**config.mk**
```make
export PLATFORM = sky130hd
export DESIGN_NAME = result_drain
export DESIGN_NICKNAME = d
export VERILOG_FILES = /design/src/rtl/result_drain.sv
export SDC_FILE = /design/constraint.sdc
export NUM_CORES = 1
export LEC_CHECK = 0
export ABC_AREA = 1
export CAP_MARGIN = 0
export CORE_MARGIN = 2
export CORE_UTILIZATION = 45
export CTS_CLUSTER_DIAMETER = 100
export DETAILED_ROUTE_END_ITERATION = 8
export GPL_TIMING_DRIVEN = 1
export PLACE_DENSITY = 0.76
export SYNTH_ARGS = -nofsm -noshare
export SYNTH_HDL_FRONTEND = slang
export SYNTH_SLANG_ARGS = --single-unit
export TNS_END_PERCENT = 20
```
**constraint.sdc**
```tcl
create_clock -name clk_i -period 35.8 [get_ports clk_i]
set_input_delay 3.58 -clock clk_i [delete_from_list [all_inputs] [get_ports clk_i]]
set_output_delay 3.58 -clock clk_i [all_outputs]
set_load 0.05 [all_outputs]
```
**src/rtl/result_drain.sv**
```systemverilog
// Drains len_i rows of global buffer P, starting at base_addr_i, onto a valid/ready stream.
// Reads are issued only against free output FIFO slots (credit), so backpressure never drops a row.
module result_drain #(
    parameter int unsigned ADDR_W = 16,
    parameter int unsigned DATA_W = 256,
    parameter int unsigned RD_LAT = 1
) (
    input  logic              clk_i,
    input  logic              rst_i,
    input  logic              start_i,
    output logic              valid_o,
    input  logic [ADDR_W-1:0] base_addr_i,
    input  logic [ADDR_W-1:0] len_i,
    output logic              enp_o,
    output logic              wep_o,
    output logic [ADDR_W-1:0] addrp_o,
    input  logic [DATA_W-1:0] datap_i,
    output logic              m_valid_o,
    input  logic              m_ready_i,
    output logic [DATA_W-1:0] m_data_o,
    output logic              m_last_o
);
    localparam int unsigned DEPTH = RD_LAT + 1;
    localparam int unsigned CNT_W = 3;
    localparam int unsigned PTR_W = (DEPTH > 2) ? 2 : 1;

    typedef enum logic [1:0] {StIdle, StBusy, StDone} state_e;

    state_e            r_state;
    state_e            w_state_next;
    logic [ADDR_W-1:0] r_rd_cnt;
    logic [ADDR_W-1:0] r_out_cnt;
    logic [ADDR_W-1:0] w_len_m1;
    logic [RD_LAT-1:0] r_vld_pipe;
    logic [RD_LAT-1:0] r_last_pipe;
    logic [DATA_W-1:0] r_fifo_data [DEPTH];
    logic              r_fifo_last [DEPTH];
    logic [PTR_W-1:0]  r_wptr;
    logic [PTR_W-1:0]  r_rptr;
    logic [CNT_W-1:0]  r_occ;
    logic [CNT_W-1:0]  w_inflight;
    logic [CNT_W-1:0]  w_used;
    logic              w_issue;
    logic              w_push;
    logic              w_pop;

    function automatic logic [PTR_W-1:0] ptr_inc(input logic [PTR_W-1:0] p);
        return (p == PTR_W'(DEPTH - 1)) ? '0 : p + 1'b1;
    endfunction

    always_comb begin
        w_inflight = '0;
        for (int i = 0; i < RD_LAT; i++) begin
            w_inflight = w_inflight + {{(CNT_W-1){1'b0}}, r_vld_pipe[i]};
        end
    end

    assign w_len_m1  = len_i - ADDR_W'(1);
    assign w_used    = r_occ + w_inflight;
    assign m_valid_o = (r_occ != '0);
    assign m_data_o  = r_fifo_data[r_rptr];
    assign m_last_o  = r_fifo_last[r_rptr];
    assign w_pop     = m_valid_o & m_ready_i;
    assign w_push    = r_vld_pipe[RD_LAT-1];
    // The slot freed by this cycle's pop counts as credit, giving one row per cycle.
    assign w_issue   = (r_state == StBusy) && (r_rd_cnt < len_i) &&
                       (w_used < CNT_W'(DEPTH) + {{(CNT_W-1){1'b0}}, w_pop});
    assign enp_o     = w_issue;
    assign wep_o     = 1'b0;
    assign addrp_o   = w_issue ? base_addr_i + r_rd_cnt : '0;

    always_ff @(posedge clk_i or posedge rst_i) begin
        if (rst_i) begin
            r_state <= StIdle;
        end else begin
            r_state <= w_state_next;
        end
    end

    always_comb begin
        w_state_next = r_state;
        valid_o      = 1'b0;
        case (r_state)
            StIdle: begin
                if (start_i) begin
                    w_state_next = (len_i != '0) ? StBusy : StDone;
                end
            end
            StBusy: begin
                if (w_pop && m_last_o) begin
                    w_state_next = StDone;
                end
            end
            StDone: begin
                valid_o = 1'b1;
                if (!start_i) begin
                    w_state_next = StIdle;
                end
            end
            default: w_state_next = StIdle;
        endcase
    end

    always_ff @(posedge clk_i or posedge rst_i) begin
        if (rst_i) begin
            r_rd_cnt  <= '0;
            r_out_cnt <= '0;
        end else if (r_state != StBusy) begin
            r_rd_cnt  <= '0;
            r_out_cnt <= '0;
        end else begin
            if (w_issue) begin
                r_rd_cnt <= r_rd_cnt + ADDR_W'(1);
            end
            if (w_pop) begin
                r_out_cnt <= r_out_cnt + ADDR_W'(1);
            end
        end
    end

    // The last flag rides alongside the read so it stays paired with its row.
    always_ff @(posedge clk_i or posedge rst_i) begin
        if (rst_i) begin
            r_vld_pipe  <= '0;
            r_last_pipe <= '0;
        end else begin
            r_vld_pipe[0]  <= w_issue;
            r_last_pipe[0] <= w_issue && (r_rd_cnt == w_len_m1);
            for (int i = 1; i < RD_LAT; i++) begin
                r_vld_pipe[i]  <= r_vld_pipe[i-1];
                r_last_pipe[i] <= r_last_pipe[i-1];
            end
        end
    end

    always_ff @(posedge clk_i or posedge rst_i) begin
        if (rst_i) begin
            for (int i = 0; i < DEPTH; i++) begin
                r_fifo_data[i] <= '0;
                r_fifo_last[i] <= 1'b0;
            end
            r_wptr <= '0;
            r_rptr <= '0;
            r_occ  <= '0;
        end else begin
            if (w_push) begin
                r_fifo_data[r_wptr] <= datap_i;
                r_fifo_last[r_wptr] <= r_last_pipe[RD_LAT-1];
                r_wptr              <= ptr_inc(r_wptr);
            end
            if (w_pop) begin
                r_rptr <= ptr_inc(r_rptr);
            end
            if (w_push && !w_pop) begin
                r_occ <= r_occ + CNT_W'(1);
            end else if (!w_push && w_pop) begin
                r_occ <= r_occ - CNT_W'(1);
            end
        end
    end

    last_matches_count: assert property (@(posedge clk_i) disable iff (rst_i)
        w_pop |-> (m_last_o == (r_out_cnt == w_len_m1)));

endmodule

```
Word-level counts from Yosys, hierarchy flattened
Index checks and enable logic that the tools add are counted.
{ "totals": {"ff_bits": 539, "input_bits": 292, "out_inout_bits": 277, "word_cells": 75} }
{ "op_classes": {"n_addsub": 9, "magnitude_cmp": 5, "n_eq_ne": 7, "mux": 25, "bitwise_logic": 3, "reduce_logical": 15} }
{ "ops": {"columns": ["operator", "count"], "rows": [
  ["256-bit 2-to-1 mux", 4],
  ["512-bit bitwise mux", 1],
  ["256-bit demux with 1-bit select", 1],
  ["16-bit 2-to-1 mux", 3],
  ["16-bit by 1-bit adder with 16-bit output (second input constant)", 1],
  ["16-bit adder", 1],
  ["16-bit == test", 1],
  ["16-bit less-than comparator", 1],
  ["16-bit nonzero test", 1],
  ["16-bit by 1-bit subtractor with 16-bit output (second input constant)", 1],
  ["2-bit 2-to-1 mux", 4],
  ["1-bit logical AND", 7],
  ["1-bit 2-to-1 mux", 7],
  ["3-bit 2-to-1 mux", 2],
  ["2-bit one-hot mux with 3 select lines", 1],
  ["2-bit greater-or-equal comparator (second input constant)", 2],
  ["2-bit by 1-bit != test with 1-bit output (second input constant)", 2],
  ["2-bit != test (second input constant)", 2],
  ["1-bit NOT with 2-bit output", 2],
  ["2-bit nonzero test", 2],
  ["2-bit by 1-bit adder with 3-bit output (first input constant)", 1],
  ["3-bit by 1-bit adder with 3-bit output", 1],
  ["3-bit by 1-bit adder with 3-bit output (second input constant)", 1],
  ["3-bit less-than comparator", 1],
  ["other kinds (12)", 14]
]} }

Longest topological paths before layout
Gate-level depths: netlist of run 1.
{ "logic_depth": {"word_depth": 7, "ltp_mapped": 15, "depth_no_buf": 14} }

Worst setup path before layout of run 1
No wires, ideal clock.
{ "synth_path": {"kind": "input port to output port", "startpoint": "in base_addr_i[0]", "endpoint": "out addrp_o[12]", "arrival_time_ns": 5.515, "t_required_ns": 32.220, "slack_ns": 26.705, "path_stages": 12, "path_buffers": 0, "path_cell_list": "ha_1 -> fa_1 -> nand2_1 -> inv_2 -> o21ai_1 -> nand2_1 -> nand2_1 -> nand2_1 -> nand2_1 -> nand2_1 -> xor2_1 -> nor2_1"} }
{ "synth_between": {"elab_chain_len": 2} }
{ "synth_rtl": {"columns": ["element", "line", "text"], "rows": [
  ["start: declaration", "12", "input logic [ADDR_W-1:0] base_addr_i,"],
  ["16-bit adder", "70", "assign addrp_o = w_issue ? base_addr_i + r_rd_cnt : '0;"],
  ["16-bit 2-to-1 mux", "70", null],
  ["end: declaration", "16", "output logic [ADDR_W-1:0] addrp_o,"]
]} }
Every way passes these cells.

Worst setup path after layout of run 1
{ "layout_path": {"startpoint": "in len_i[13]", "endpoint": "out addrp_o[14]"} }
{ "layout_between": {"elab_chain_len": 4} }
{ "layout_rtl": {"columns": ["element", "line", "text"], "rows": [
  ["start: declaration", "13", "input logic [ADDR_W-1:0] len_i,"],
  ["16-bit less-than comparator", "66", "assign w_issue = (r_state == StBusy) && (r_rd_cnt < len_i) &&"],
  ["1-bit logical AND (2 in a row)", "66", null],
  ["16-bit 2-to-1 mux", "70", null]
]} }
Every way passes these cells.

==> impl_metrics.toml, run 1 <==
[synth]
synth_compound_area_share_pct = 11.4
ys.flop_type = "dfrtp_1"
netlist_instances = 3266
synth_xor_xnor_area_share_pct = 1.21
yosys-mux-area-fraction_pct = 0
ys_warn_count = 0
netlist_area_um2 = 25300
synth_top_family_by_area = "simple AND/OR/NAND/NOR gates"
ys_seq_area_share_pct = 53.4
syn_nets = 3597
ys_types = 38
synth_simple_gate_area_share_pct = 24.3
ys_seq_elements = 539
synth_adder_area_share_pct = 1.99
synth-edff-count = 0
synthArstFlopShare_pct = 100
syn_area_per_cell_um2 = 7.74

[sta]
fmax_ghz = 0.0961
final_hold_viol_count = 0
grt_setup_unrepaired = "no"
setup_viol = 0
fin_skew_ns = 0.0315
worst_slew_pin_slew_ns = 1.11
post-route-min-period_ns = 10.41
slew_headroom_pct = 26.0
finalMaxSlewViolations = 0
setup-tns-final_ns = 0
fin_crit_sh_pct = 29.1

[placement]
dpl.hpwl_mm = 48.3
post_dp_cell_area_um2 = 31400
place.gp.congestion = 0.845
port_buffers = 567

[worst_hold_path]
min_to = "r_fifo_data[252]"
whs_path_depth = 2
hold_start = "r_fifo_data[252]"
hp-class = "flip-flop to flip-flop"

[global_routing]
grt_first_pass_wirelength_mm = 113
groute.usage.overall_pct = 24.4
grt_pass1_vias = 21400
grt_max_degree = 215
antenna_found_initial = 16
overflow = 0

[worst_setup_path]
crit-reg2reg-launch = "r_vld_pipe"
setup.worst_path.start_class = "primary input"
critPathArrivalTime_ns = 6.83
rr_worst_depth = 6
rrSetupSlack_ns = 32.20
cp_data_required_time_ns = 32.22
critPathCaptureType = "primary output"
crit_fanout = 23
crit_type = "primary input to primary output"
timing.rr.end = "r_fifo_data[456]"

[route]
drt_iter0_markers = 1755
drt_wl_total_mm = 71.8
vias = 22200
drc_errors = 0
ant_nets = 0
wl_per_cell_um = 15.9
routed_via_density = 4.92
firstDrtPassIters = 6

[cts]
cts_root_buf = "clkbuf_16"
cts_num_sinks = 539
worst_skew_pair.late_latency_ns = 0.61
clkTransAtPathRegs_ns = 0.06
cts_tree = "yes"
cts_hold_buffers = 0
cts_made_buffers = 56
cts_setup_buffers = 0
cts_resized = 0
cts-htree-levels = 2
cts.path.max_buffers = 3

[pwr]
p_leak_nw = 17.1
vdd_drop_max_mv = 0.0875
p_per_area_nw_per_um2 = 111

[job]
drv_cap = 0

[die]
die-area_um2 = 58100
io_pins = 569
die_w_um = 241
core_um2 = 55300
num_rows = 86
start_util_pct = 45.7
die_height_um = 241

[cells_and_area]
syn2layout_area_growth_pct = 31.1
design_area_um2 = 33100
fin_nets = 4062
utilization_pct = 59.9
drive_gt1_share_pct = 3.56
final_cell_mix = "nand2_1, clkdlybuf4s50_1, dfrtp_1"
final_common_cell = "nand2_1"

[run_status]
status = "finished clean"
worst max-delay path, stage by stage:
cell,delay [ns]
clkdlybuf4s50_1,0.54
inv_1,0.06
ha_1,0.31
nand2_1,0.07
inv_1,0.04
o21bai_1,0.11
nand2_1,0.07
a21oi_1,0.30
nand3_1,0.18
nor2_4,0.53
nand2_2,0.11
nor2_2,0.12
clkdlybuf4s50_1,0.81
flip-flops by register name, summed over array words and instances (netlist names):
signal,count
r_occ,3
r_fifo_data,512
r_fifo_last,2
r_last_pipe,1
r_rptr,1
r_wptr,1
r_state,2
r_rd_cnt,16
r_vld_pipe,1
synth_stat cells (all sizes together) (4+ instances only):
master	count	area (um2)
a21o	4	30.0
a21oi	24	131
buf	37	176
clkbuf	143	537
dfrtp	539	13500
ha	37	463
inv	324	1220
nand2	1419	5350
nand3	53	265
nand3b	11	82.6
nand4	8	65.1
nor2	75	302
nor3	11	65.1
o21ai	530	2650
o21bai	5	37.5
xnor2	8	70.1
xor2	27	236
area by class of cell:
type | instances | area (um2)
clock buffers | 77 | 1550
fillers | 4947 | 22200
multi-input cells | 2223 | 9860
clock inverters | 18 | 208
flip-flops and latches | 539 | 13500
diodes | 6 | 15.0
repair buffers | 587 | 5840
inverters | 324 | 1230
well taps | 748 | 936
report_power, final:
group | switching, mW | total [mW] | internal [mW]
Sequential | 0.151 | 1.05 | 0.899
Clock | 0.240 | 0.564 | 0.323
Combinational | 1.44 | 2.08 | 0.640
how the worst max path moves through the flow:
stage / depth (start not counted) / start / slack (ns) / endpoint
floorplan: 1 / rst_i / 17.15 / r_fifo_data[0]
global placement: 13 / len_i[13] / 25.48 / addrp_o[14]
finish: 13 / len_i[13] / 25.39 / addrp_o[14]
global route: 13 / len_i[13] / 25.22 / addrp_o[14]
CTS: 13 / len_i[13] / 25.41 / addrp_o[14]
detailed placement: 13 / len_i[13] / 25.40 / addrp_o[15]
per-layer routing:
metal	wire (um)	part of all wire (%)	GRT usage [%]	vias up
li1	-	-	-	11100
met1	28400	40	30.4	10400
met2	34500	48	40.3	634
met3	6850	9.5	8.12	133
met4	1840	2.6	7.39	20
met5	138	0.19	0	-
cells by family after synthesis:
logic type / count (synthesis)
AOI/OAI and AO/OA: 568
xor gates and xnor gates: 35
adders and majority gates: 39
buffers and inverters: 504
DFF: 539
other: 1
and+or+nand+nor: 1580
through the flow:
stage          total power, mW  worst slack [ns]  hold WS (ns)  std cells
3_5_place_dp              3.14             25.40         0.472       4421
4_1_cts                   3.72             25.41         0.487       4516
2_1_floorplan             2.43             17.15         0.453       3266
6_report                  3.69             25.39         0.480       4522
5_1_grt                   3.92             25.22         0.501       4520
3_3_place_gp              3.11             25.48         0.464       4421
(Power assumes the default switching activity.)
==> run 2: changes to the inputs <==
==> constraint.sdc (replaced) <==
create_clock -name clk_i -period 10.7 [get_ports clk_i]
set_input_delay 1.07 -clock clk_i [delete_from_list [all_inputs] [get_ports clk_i]]
set_output_delay 1.07 -clock clk_i [all_outputs]
set_load 0.05 [all_outputs]
==> run 2 against run 1 <==
Effect of this change: core utilization is essentially flat; sequential share of layout area hardly changed; hold slack improved by 0.0010 ns; cell count grew 0.11%; power grew to 3.3 times the previous value; register-to-register slack got worse by 25 ns; non-clock buffer count down 3; largest cell class unchanged; critical endpoint is now m_data_o[119]; clock power rose to 3.3 times the previous value; final area about the same; global-route usage down 0.49 points; critical path depth decreased by 8; setup slack got worse by 20 ns.
==> impl_metrics.toml, run 2 (synthesis gave the netlist of run 1 again) <==
[cells_and_area]
final_common_cell = "nand2_1"
multi_input_area_um2 = 9860
drive_gt1_share_pct = 3.53
seq_area_um2 = 13500
nFillCells = 5052
top_regs = "r_fifo_data: 512 flops, r_rd_cnt: 16 flops, r_occ: 3 flops"
fin_nets = 4058
final_cell_mix = "nand2_1, clkdlybuf4s50_1, dfrtp_1"
largest_reg_flops = 512
syn2layout_area_growth_pct = 31.2
regMostFlops = "r_fifo_data"

[sta]
post-route-min-period_ns = 5.61
worst_slew_pin_slew_ns = 1.17
fmax_ghz = 0.178
final_hold_viol_count = 0
setup_viol = 0
fin_skew_ns = 0.0241
finalMaxSlewViolations = 0
slew_headroom_pct = 22.0
setup-tns-final_ns = 0
grt_setup_unrepaired = "no"
fin_crit_sh_pct = 52.4

[route]
vias = 22100
wl_met1_mm = 29.2
routed_via_density = 4.87
route.met2.wl_mm = 33.3
wl_per_cell_um = 15.7
firstDrtPassIters = 6
top_layer_used = "met5"
ant_nets = 0
drc_errors = 0
drt_iter0_markers = 1859
drt_wl_total_mm = 71.0
dr_wl_met3_mm = 6.50

[global_routing]
grt_max_degree = 268
overflow = 0
grt_first_pass_wirelength_mm = 111
grt_pass1_vias = 20700
groute.usage.overall_pct = 23.9
antenna_found_initial = 17

[placement]
port_buffers = 567
dpl.hpwl_mm = 47.7
place.gp.congestion = 0.880

[cts]
cts.path.max_buffers = 3
clkTransAtPathRegs_ns = 0.06
cts_root_buf = "clkbuf_16"
cts_hold_buffers = 0
cts_num_sinks = 539
cts-htree-levels = 2
cts_setup_buffers = 0
worst_skew_pair.late_latency_ns = 0.61
cts_tree = "yes"
cts_resized = 0
cts_made_buffers = 55

[pwr]
p_leak_nw = 17.0
vdd_drop_max_mv = 0.253
p_per_area_nw_per_um2 = 371
power_mw = 12.3

[worst_hold_path]
hp-class = "flip-flop to flip-flop"
hold_start = "r_fifo_data[509]"
whs_path_depth = 2
min_to = "r_fifo_data[509]"

[die]
io_pins = 569
num_rows = 86
die_height_um = 241
core_um2 = 55300
die_w_um = 241
die-area_um2 = 58100
start_util_pct = 45.7

[worst_setup_path]
cp_data_required_time_ns = 9.63
critPathCaptureType = "primary output"
rrSetupSlack_ns = 7.55
critPathArrivalTime_ns = 4.54
rr_worst_depth = 5
crit-reg2reg-launch = "r_vld_pipe"
crit_fanout = 165
crit_type = "flip-flop to primary output"
timing.rr.end = "r_fifo_data[507]"
setup.worst_path.start_class = "flip-flop"

[job]
drv_cap = 0

[run_status]
status = "finished clean"
run 2: layer usage:
metal  vias to the layer above  track usage, %
met5                         -               0
met4                        18            7.59
met3                       131            8.06
li1                      11100               -
met2                       569            38.6
met1                     10300            30.3
run 2: worst max path at each step:
stage	cells past startpoint	startpoint	to	slack [ns]
after floorplan	1	rst_i	r_fifo_data[0]	2.30
after global placement	13	len_i[11]	addrp_o[13]	5.45
after detailed placement	13	len_i[13]	addrp_o[13]	5.38
after CTS	5	r_rptr	m_data_o[119]	5.18
after global routing	5	r_rptr	m_data_o[119]	4.93
final	5	r_rptr	m_data_o[119]	5.09
run 2: power breakdown:
part	total [mW]	switching, mW	leakage, nW	internal [mW]
clock network	1.86	0.802	0.857	1.06
logic	6.91	4.77	9.54	2.14
registers	3.54	0.529	6.64	3.01
total	12.3	6.10	17.0	6.21
run 2: final cells by class:
class	instances	share of cell area [%]
Clock buffer	83	4.84
Inverter	324	3.70
Antenna cell	8	0.0604
Timing Repair Buffer	584	17.7
Tap cell	748	2.82
Clock inverter	18	0.438
Multi-Input combinational cell	2223	29.8
Sequential cell	539	40.7
run 2: through the flow:
| step | utilization (%) | cells | setup slack [ns] | area [um2] | hold slack (ns) |
|---|---|---|---|---|---|
| after floorplan | - | 3266 | 2.30 | 25300 | 0.453 |
| after global placement | 56.7 | 4418 | 5.45 | 31400 | 0.464 |
| after detailed placement | 56.7 | 4418 | 5.38 | 31400 | 0.472 |
| after CTS | 59.9 | 4519 | 5.18 | 33100 | 0.487 |
| after global routing | 59.9 | 4526 | 4.93 | 33100 | 0.501 |
| final | 59.9 | 4527 | 5.09 | 33100 | 0.481 |
run 2: worst max-delay path, stage by stage, from the launching register on:
cell and delay (ns):
dfrtp_4 0.71, inv_8 0.74, buf_4 0.99, nand2_1 0.10, nand2_1 0.19, clkdlybuf4s50_1 0.90
